[src/rtl/k051937_draw_sched.sv]
// k051937_draw_sched: per-line sprite draw scheduler feeding the k051937 render port.
// Latches each admitted entry (LACH/HP/OC/OHF), then streams its pixel pairs on CARY within a line budget.
module k051937_draw_sched #(
   parameter int BUDGET    = 640,
   parameter int SETUP_LAT = 3,
   parameter int GAP       = 1
) (
   input  logic       clk_24M,
   input  logic       nRES,
   input  logic       cen_12M,
   input  logic       new_line,
   input  logic       spr_valid,
   output logic       spr_ready,
   input  logic [8:0] spr_x,
   input  logic [7:0] spr_pal,
   input  logic       spr_flip,
   input  logic [1:0] spr_sz,
   input  logic       spr_last,
   output logic       LACH,
   output logic [8:0] HP,
   output logic [7:0] OC,
   output logic       OHF,
   output logic       CARY,
   output logic       HEND,
   output logic       busy,
   output logic [7:0] line_drops
);
   typedef enum logic [2:0] {S_IDLE, S_LATCH, S_SETUP, S_DRAW, S_GAP, S_DONE} state_t;
   state_t      state_q, state_d;
   logic [1:0]  rst_sync_q, rst_sync_d;
   logic        rst_n_i;
   logic [9:0]  bud_q, bud_d, need;
   logic [7:0]  drops_q, drops_d, oc_q, oc_d;
   logic [6:0]  cnt_q, cnt_d;
   logic [8:0]  hp_q, hp_d;
   logic [1:0]  sz_q, sz_d;
   logic        ohf_q, ohf_d, last_q, last_d, fits, take;

   assign rst_sync_d = {rst_sync_q[0], 1'b1};
   assign rst_n_i    = rst_sync_q[1];

   always_ff @(posedge clk_24M or negedge nRES)
      if (!nRES) rst_sync_q <= 2'b00;
      else       rst_sync_q <= rst_sync_d;

   assign need       = 10'(1 + SETUP_LAT + GAP) + (10'd8 << spr_sz);
   assign fits       = need <= bud_q;
   // an entry offered alongside new_line is left for the following cen cycle
   assign take       = cen_12M & ~new_line & (state_q == S_LATCH) & (bud_q != 10'd0) & spr_valid;
   assign spr_ready  = take;
   assign LACH       = take & fits;
   assign HP         = LACH ? spr_x : hp_q;
   assign OC         = LACH ? spr_pal : oc_q;
   assign OHF        = LACH ? spr_flip : ohf_q;
   assign CARY       = (state_q == S_DRAW) & ~(cen_12M & new_line);
   assign HEND       = state_q == S_DONE;
   assign busy       = (state_q != S_IDLE) & (state_q != S_DONE);
   assign line_drops = drops_q;

   always_comb begin
      state_d = state_q;
      bud_d   = bud_q;
      drops_d = drops_q;
      cnt_d   = cnt_q;
      hp_d    = hp_q;
      oc_d    = oc_q;
      ohf_d   = ohf_q;
      sz_d    = sz_q;
      last_d  = last_q;
      if (cen_12M) begin
         bud_d = busy ? bud_q - 10'(bud_q != 10'd0) : bud_q;
         if (new_line) begin
            state_d = S_LATCH;
            bud_d   = 10'(BUDGET);
            drops_d = 8'd0;
         end else begin
            case (state_q)
               S_LATCH:
                  if (bud_q == 10'd0) state_d = S_DONE;
                  else if (spr_valid && fits) begin
                     hp_d    = spr_x;
                     oc_d    = spr_pal;
                     ohf_d   = spr_flip;
                     sz_d    = spr_sz;
                     last_d  = spr_last;
                     cnt_d   = 7'(SETUP_LAT - 2);
                     state_d = S_SETUP;
                  end else if (spr_valid) begin
                     drops_d = drops_q + 8'(drops_q != 8'hff);
                     state_d = spr_last ? S_DONE : S_LATCH;
                  end
               S_SETUP: begin
                  cnt_d   = (cnt_q == 7'd0) ? (7'd8 << sz_q) - 7'd1 : cnt_q - 7'd1;
                  state_d = (cnt_q == 7'd0) ? S_DRAW : S_SETUP;
               end
               S_DRAW: begin
                  cnt_d   = (cnt_q == 7'd0) ? 7'(GAP - 1) : cnt_q - 7'd1;
                  state_d = (cnt_q == 7'd0) ? S_GAP : S_DRAW;
               end
               S_GAP: begin
                  cnt_d   = cnt_q - 7'd1;
                  state_d = (cnt_q != 7'd0) ? S_GAP : last_q ? S_DONE : S_LATCH;
               end
               default: ;
            endcase
         end
      end
   end

   always_ff @(posedge clk_24M or negedge rst_n_i)
      if (!rst_n_i) begin
         state_q <= S_IDLE;
         bud_q   <= 10'(BUDGET);
         drops_q <= 8'd0;
         cnt_q   <= 7'd0;
         hp_q    <= 9'd0;
         oc_q    <= 8'd0;
         ohf_q   <= 1'b0;
         sz_q    <= 2'd0;
         last_q  <= 1'b0;
      end else begin
         state_q <= state_d;
         bud_q   <= bud_d;
         drops_q <= drops_d;
         cnt_q   <= cnt_d;
         hp_q    <= hp_d;
         oc_q    <= oc_d;
         ohf_q   <= ohf_d;
         sz_q    <= sz_d;
         last_q  <= last_d;
      end
endmodule

[config.mk]
export PLATFORM = sky130hd
export DESIGN_NAME = k051937_draw_sched
export DESIGN_NICKNAME = d
export VERILOG_FILES = /design/src/rtl/k051937_draw_sched.sv
export SDC_FILE = /design/constraint.sdc
export NUM_CORES = 1
export LEC_CHECK = 0
export CAP_MARGIN = 15
export CORE_MARGIN = 5
export CORE_UTILIZATION = 58
export DETAILED_ROUTE_END_ITERATION = 7
export PLACE_DENSITY = 0.86
export SYNTH_ARGS = -nofsm -noshare
export SYNTH_HDL_FRONTEND = slang
export SYNTH_SLANG_ARGS = --single-unit
[constraint.sdc]
create_clock -name clk_24M -period 4.98 [get_ports clk_24M]
set_input_delay 0.747 -clock clk_24M [delete_from_list [all_inputs] [get_ports clk_24M]]
set_output_delay 0.747 -clock clk_24M [all_outputs]
set_load 0.02 [all_outputs]
Word level (Yosys, flattened, before mapping)
Cells that the tools add are included.
{"block": "totals", "output_inout_bits": 31, "elab_cells": 82, "ff_bits": 51, "input_bits": 26}
{"block": "op_classes", "n_addsub": 5, "bitwise_logic": 11, "shift": 2, "n_mux": 25, "n_reduce_logical": 16, "n_eq_ne": 12, "order_cmp": 1}
{"op": "$mux 8", "count": 6}
{"op": "$mux 7", "count": 4}
{"op": "$pmux 7 s4", "count": 1}
{"op": "$mux 3", "count": 8}
{"op": "$mux 10", "count": 2}
{"op": "$reduce_and 5->1", "count": 3}
{"op": "$sub 7x1->7 const B", "count": 2}
{"op": "$pmux 3 s4", "count": 1}
{"op": "$add 3x10->10 const A", "count": 1}
{"op": "$le 10x10->1", "count": 1}
{"op": "$logic_not 10->1", "count": 1}
{"op": "$reduce_bool 10->1", "count": 1}
{"op": "$shl 4x2->10 const A", "count": 1}
{"op": "$sub 10x1->10", "count": 1}
{"op": "$mux 9", "count": 1}
{"op": "$add 8x1->8", "count": 1}
{"op": "$and 1x1->1", "count": 8}
{"op": "$ne 8x8->1 const B", "count": 1}
{"op": "$logic_not 7->1", "count": 1}
{"op": "$reduce_bool 7->1", "count": 1}
{"op": "$shl 4x2->7 const A", "count": 1}
{"op": "$eq 3x2->1 const B", "count": 2}
{"op": "$eq 3x3->1 const B", "count": 2}
{"op": "$ne 2x2->1 const B", "count": 3}
{"op": "other kinds (13)", "count": 18}

Depth between registers and ports, before layout
{"block": "depth", "depth_word": 8, "depth_mapped": 10, "mapped_depth_nobuf": 9}

Worst setup path after synthesis
No wires, ideal clock.
{"block": "synth_timing", "path_kind": "input port to output port", "start": "input port spr_sz[1]", "end": "output port HP[0]", "t_required_ns": 4.233, "slack_ns": 1.752, "path_buffers": 2, "arrival_time_ns": 2.481, "path_stages": 9, "path_cell_list": "nor2b_1 > ha_1 > and2_1 > nand4_1 > and3_1 > buf_2 > o21ai_4 > buf_12 > mux2_4"}
{"block": "synth_between", "elab_chain_cells": 5}
{"element": "from (decl)", "line_no": "17", "rtl": "input logic [1:0] spr_sz,"}
{"element": "$shl 4x2->10", "line_no": "46", "rtl": "assign need = 10'(1 + SETUP_LAT + GAP) + (10'd8 << spr_sz);"}
{"element": "$add 3x10->10", "line_no": "46"}
{"element": "$le 10x10->1", "line_no": "47", "rtl": "assign fits = need <= bud_q;"}
{"element": "$and 1x1->1", "line_no": "51", "rtl": "assign LACH = take & fits;"}
{"element": "$mux 9", "line_no": "52", "rtl": "assign HP = LACH ? spr_x : hp_q;"}
{"element": "to (decl)", "line_no": "20", "rtl": "output logic [8:0] HP,"}
No other way between the ends.

Worst setup path in the final report
{"block": "layout_timing", "start": "input port spr_sz[0]", "end": "output port HP[1]"}
Same word-level chain as after synthesis.

==> key figures <==
Synthesis
  – Post-synthesis area per instance: 10.8 µm²
  – Syn Inst Count: 308
  – Post-synth top area cell: dfrtp_1
  – Number of synthesized register bits: 51
  – Sequential area share after synthesis: 0.385
  – EDFF count, synth: 0
  – Syn Nets: 344
  – Asr flop ratio synth: 1.00
  – Cell variety after synth: 62
  – Synthesized cell area: 3320 µm²
  – Post-synth top area share: 0.369
  – Count leader, synth: dfrtp_1
  – Yosys warning count: 0
  – Commonest cells post-synth: dfrtp_1, mux2_4, nor2_1, nand2_1, inv_1
  – Synth Flop Type: dfrtp_1
  – Largest cells by area after synthesis: dfrtp_1, mux2_4, ha_1

Min path
  – Min-delay worst type: flip-flop to asynchronous set/reset pin

Layout
  – Fill cells: 390
  – Final Cell Area: 3990 µm²
  – Layout cells sized above 1: 0.183
  – Fin util: 0.720
  – Ant. Diodes: 0
  – Layout Nets: 395
  – Area Overhead vs Synth: 20.1%
  – Fin cells: 432

Global routing
  – First-pass GRT wire length: 12,300 µm
  – Initial antenna violation count: 0
  – Overflow after GRT: 0
  – Largest net degree at the start of global routing: 50
  – Global-route usage over all layers: 0.207
  – Vias in the first global route: 2,541

Clock network
  – Post-CTS Hold Buffers: 0
  – Sinks on the clock net: 51
  – Clock buffer depth: 2
  – CTS tree: done
  – H-tree Lvls: 2
  – Num CTS Buffers: 5
  – Worst-path clk slew: 100 ps
  – CTS root buf: clkbuf_8
  – Post-CTS setup buffers: 0
  – CTS resizes: 0
  – Clock Latency Late Sink: 310 ps

Routing
  – DR pass1 iterations: 4
  – Vias per Instance: 5.98
  – 1st-iter DRT viols: 171
  – # DRC: 0
  – Vias: 2,583
  – Final wirelength: 7380 µm
  – WL per Instance: 17.1 µm
  – Antenna-violating nets left: 0

STA
  – Max Transition Viols Final: 0
  – RSZ-0062 raised after global routing: no
  – Setup Viol. Count Final: 0
  – Tightest Pin Transition: 751 ps
  – Final hold viol count: 0
  – Max_slew headroom: 0.496
  – Hold WS: 105 ps
  – Setup TNS: 0 ps
  – Clock Skew: 4.17 ps
  – Min cycle time layout: 4410 ps
  – Ratio of final minimum period to clock period: 0.885
  – Setup ws final: 573 ps
  – Fmax achieved: 227 MHz

Placed design
  – Placed instance area: 3850 µm²
  – # port buffers: 56
  – Dpl cells: 423
  – Place WS: 623 ps
  – Post-detail-place hpwl: 5320 µm
  – GPL Wtd Cong: 0.895

Die
  – Die X: 85.7 µm
  – Core area: 5540 µm²
  – Io pins: 57
  – Die height: 85.7 µm
  – Row count: 27
  – Die area: 7340 µm²
  – Starting Density: 0.600

Critical path
  – CP arrival: 3660 ps
  – Worst-path fanout max: 40
  – Required time worst endpoint: 4230 ps
  – CP Capture Type: output port
  – Worst setup SP type: primary input
  – Setup CP Type: primary input to output port

Power and ir drop
  – Total power: 2.16 mW
  – VDD IR-drop max: 280 µV
  – Leakage power: 1.75 nW
  – Pwr dens: 540 nW/µm²

Job
  – Max-cap violations: 0

Status
  – Outcome: complete, no violations
==> state kept, by name, indices dropped and copies added (netlist names) <==
name	cells
oc_q	8
last_q	1
ohf_q	1
rst_sync_q	2
hp_q	9
bud_q	10
state_q	3
line_drops	8
sz_q	2
cnt_q	7
==> metal layers <==
layer,up-vias,GRT usage,wire [µm]
met5,-,0,0
met4,0,0.0547,88
met3,10,0.0413,472
met2,96,0.339,3510
met1,1249,0.280,3320
li1,1228,-,-
==> final cells by class <==
type	count	area, µm²	area share
multi-input combinational	225	1830	0.460
timing repair buffer	58	601	0.151
clock buffer	5	68.8	0.0173
clock inverter	3	46.3	0.0116
tap	72	90.1	0.0226
sequential	51	1280	0.321
inverter	18	70.1	0.0176
==> kinds of logic (layout without fill, tap and decap cells) <==
kind of cell | after synthesis | after routing | synth area share
adders and majority gates | 10 | 10 | 0.0377
buffers and inverters | 32 | 84 | 0.0633
other | 1 | 1 | 0.00113
DFF | 51 | 51 | 0.385
muxes | 44 | 44 | 0.192
AOI/OAI and AO/OA | 58 | 58 | 0.123
xor gates and xnor gates | 9 | 9 | 0.0237
and+or+nand+nor | 103 | 103 | 0.174
==> worst max-delay path, stage by stage <==
cell and delay [ps]:
clkdlybuf4s50_1 480, nor2b_1 170, ha_1 280, and2_1 150, nand4_1 130, and3_1 290
o21ai_4 200, buf_12 300, mux2_4 330, clkdlybuf4s50_1 550
==> power breakdown <==
part           internal, mW  total (mW)  switching, mW
clock                 0.152       0.303          0.151
combinational         0.598        1.13          0.536
sequential            0.565       0.718          0.154
==> worst paths after layout <==
path	start	end	slack (ps)	depth (start not counted)
worst max-delay path	spr_sz[0]	HP[1]	570	10
worst min register to register	rst_sync_q[1]	oc_q[7]	110	0
min in group clk_24M	rst_sync_q[0]	rst_sync_q[1]	370	0
worst min-delay path	rst_sync_q[1]	oc_q[7]	110	0
max in group asynchronous	nRES	rst_sync_q[1]	4270	1
worst max register to register	bud_q[4]	cnt_q[3]	2310	8
==> cell usage in the layout, fill, tap and decap left out, drive strengths merged, types with 3 or more instances in the layout <==
master / count
a21oi: 11
a22o: 3
a31oi: 5
and2: 4
clkbuf: 5
clkdlybuf4s50: 56
dfrtp: 49
ha: 10
inv: 19
mux2: 42
nand2: 20
nand3: 9
nand4: 3
nor2: 21
nor2b: 5
nor3: 17
nor4: 6
o211ai: 3
o21ai: 13
o2bb2ai: 3
o31ai: 6
or3: 3
or4: 8
xnor2: 8
Note: power is estimated with default switching activity, not from simulation.
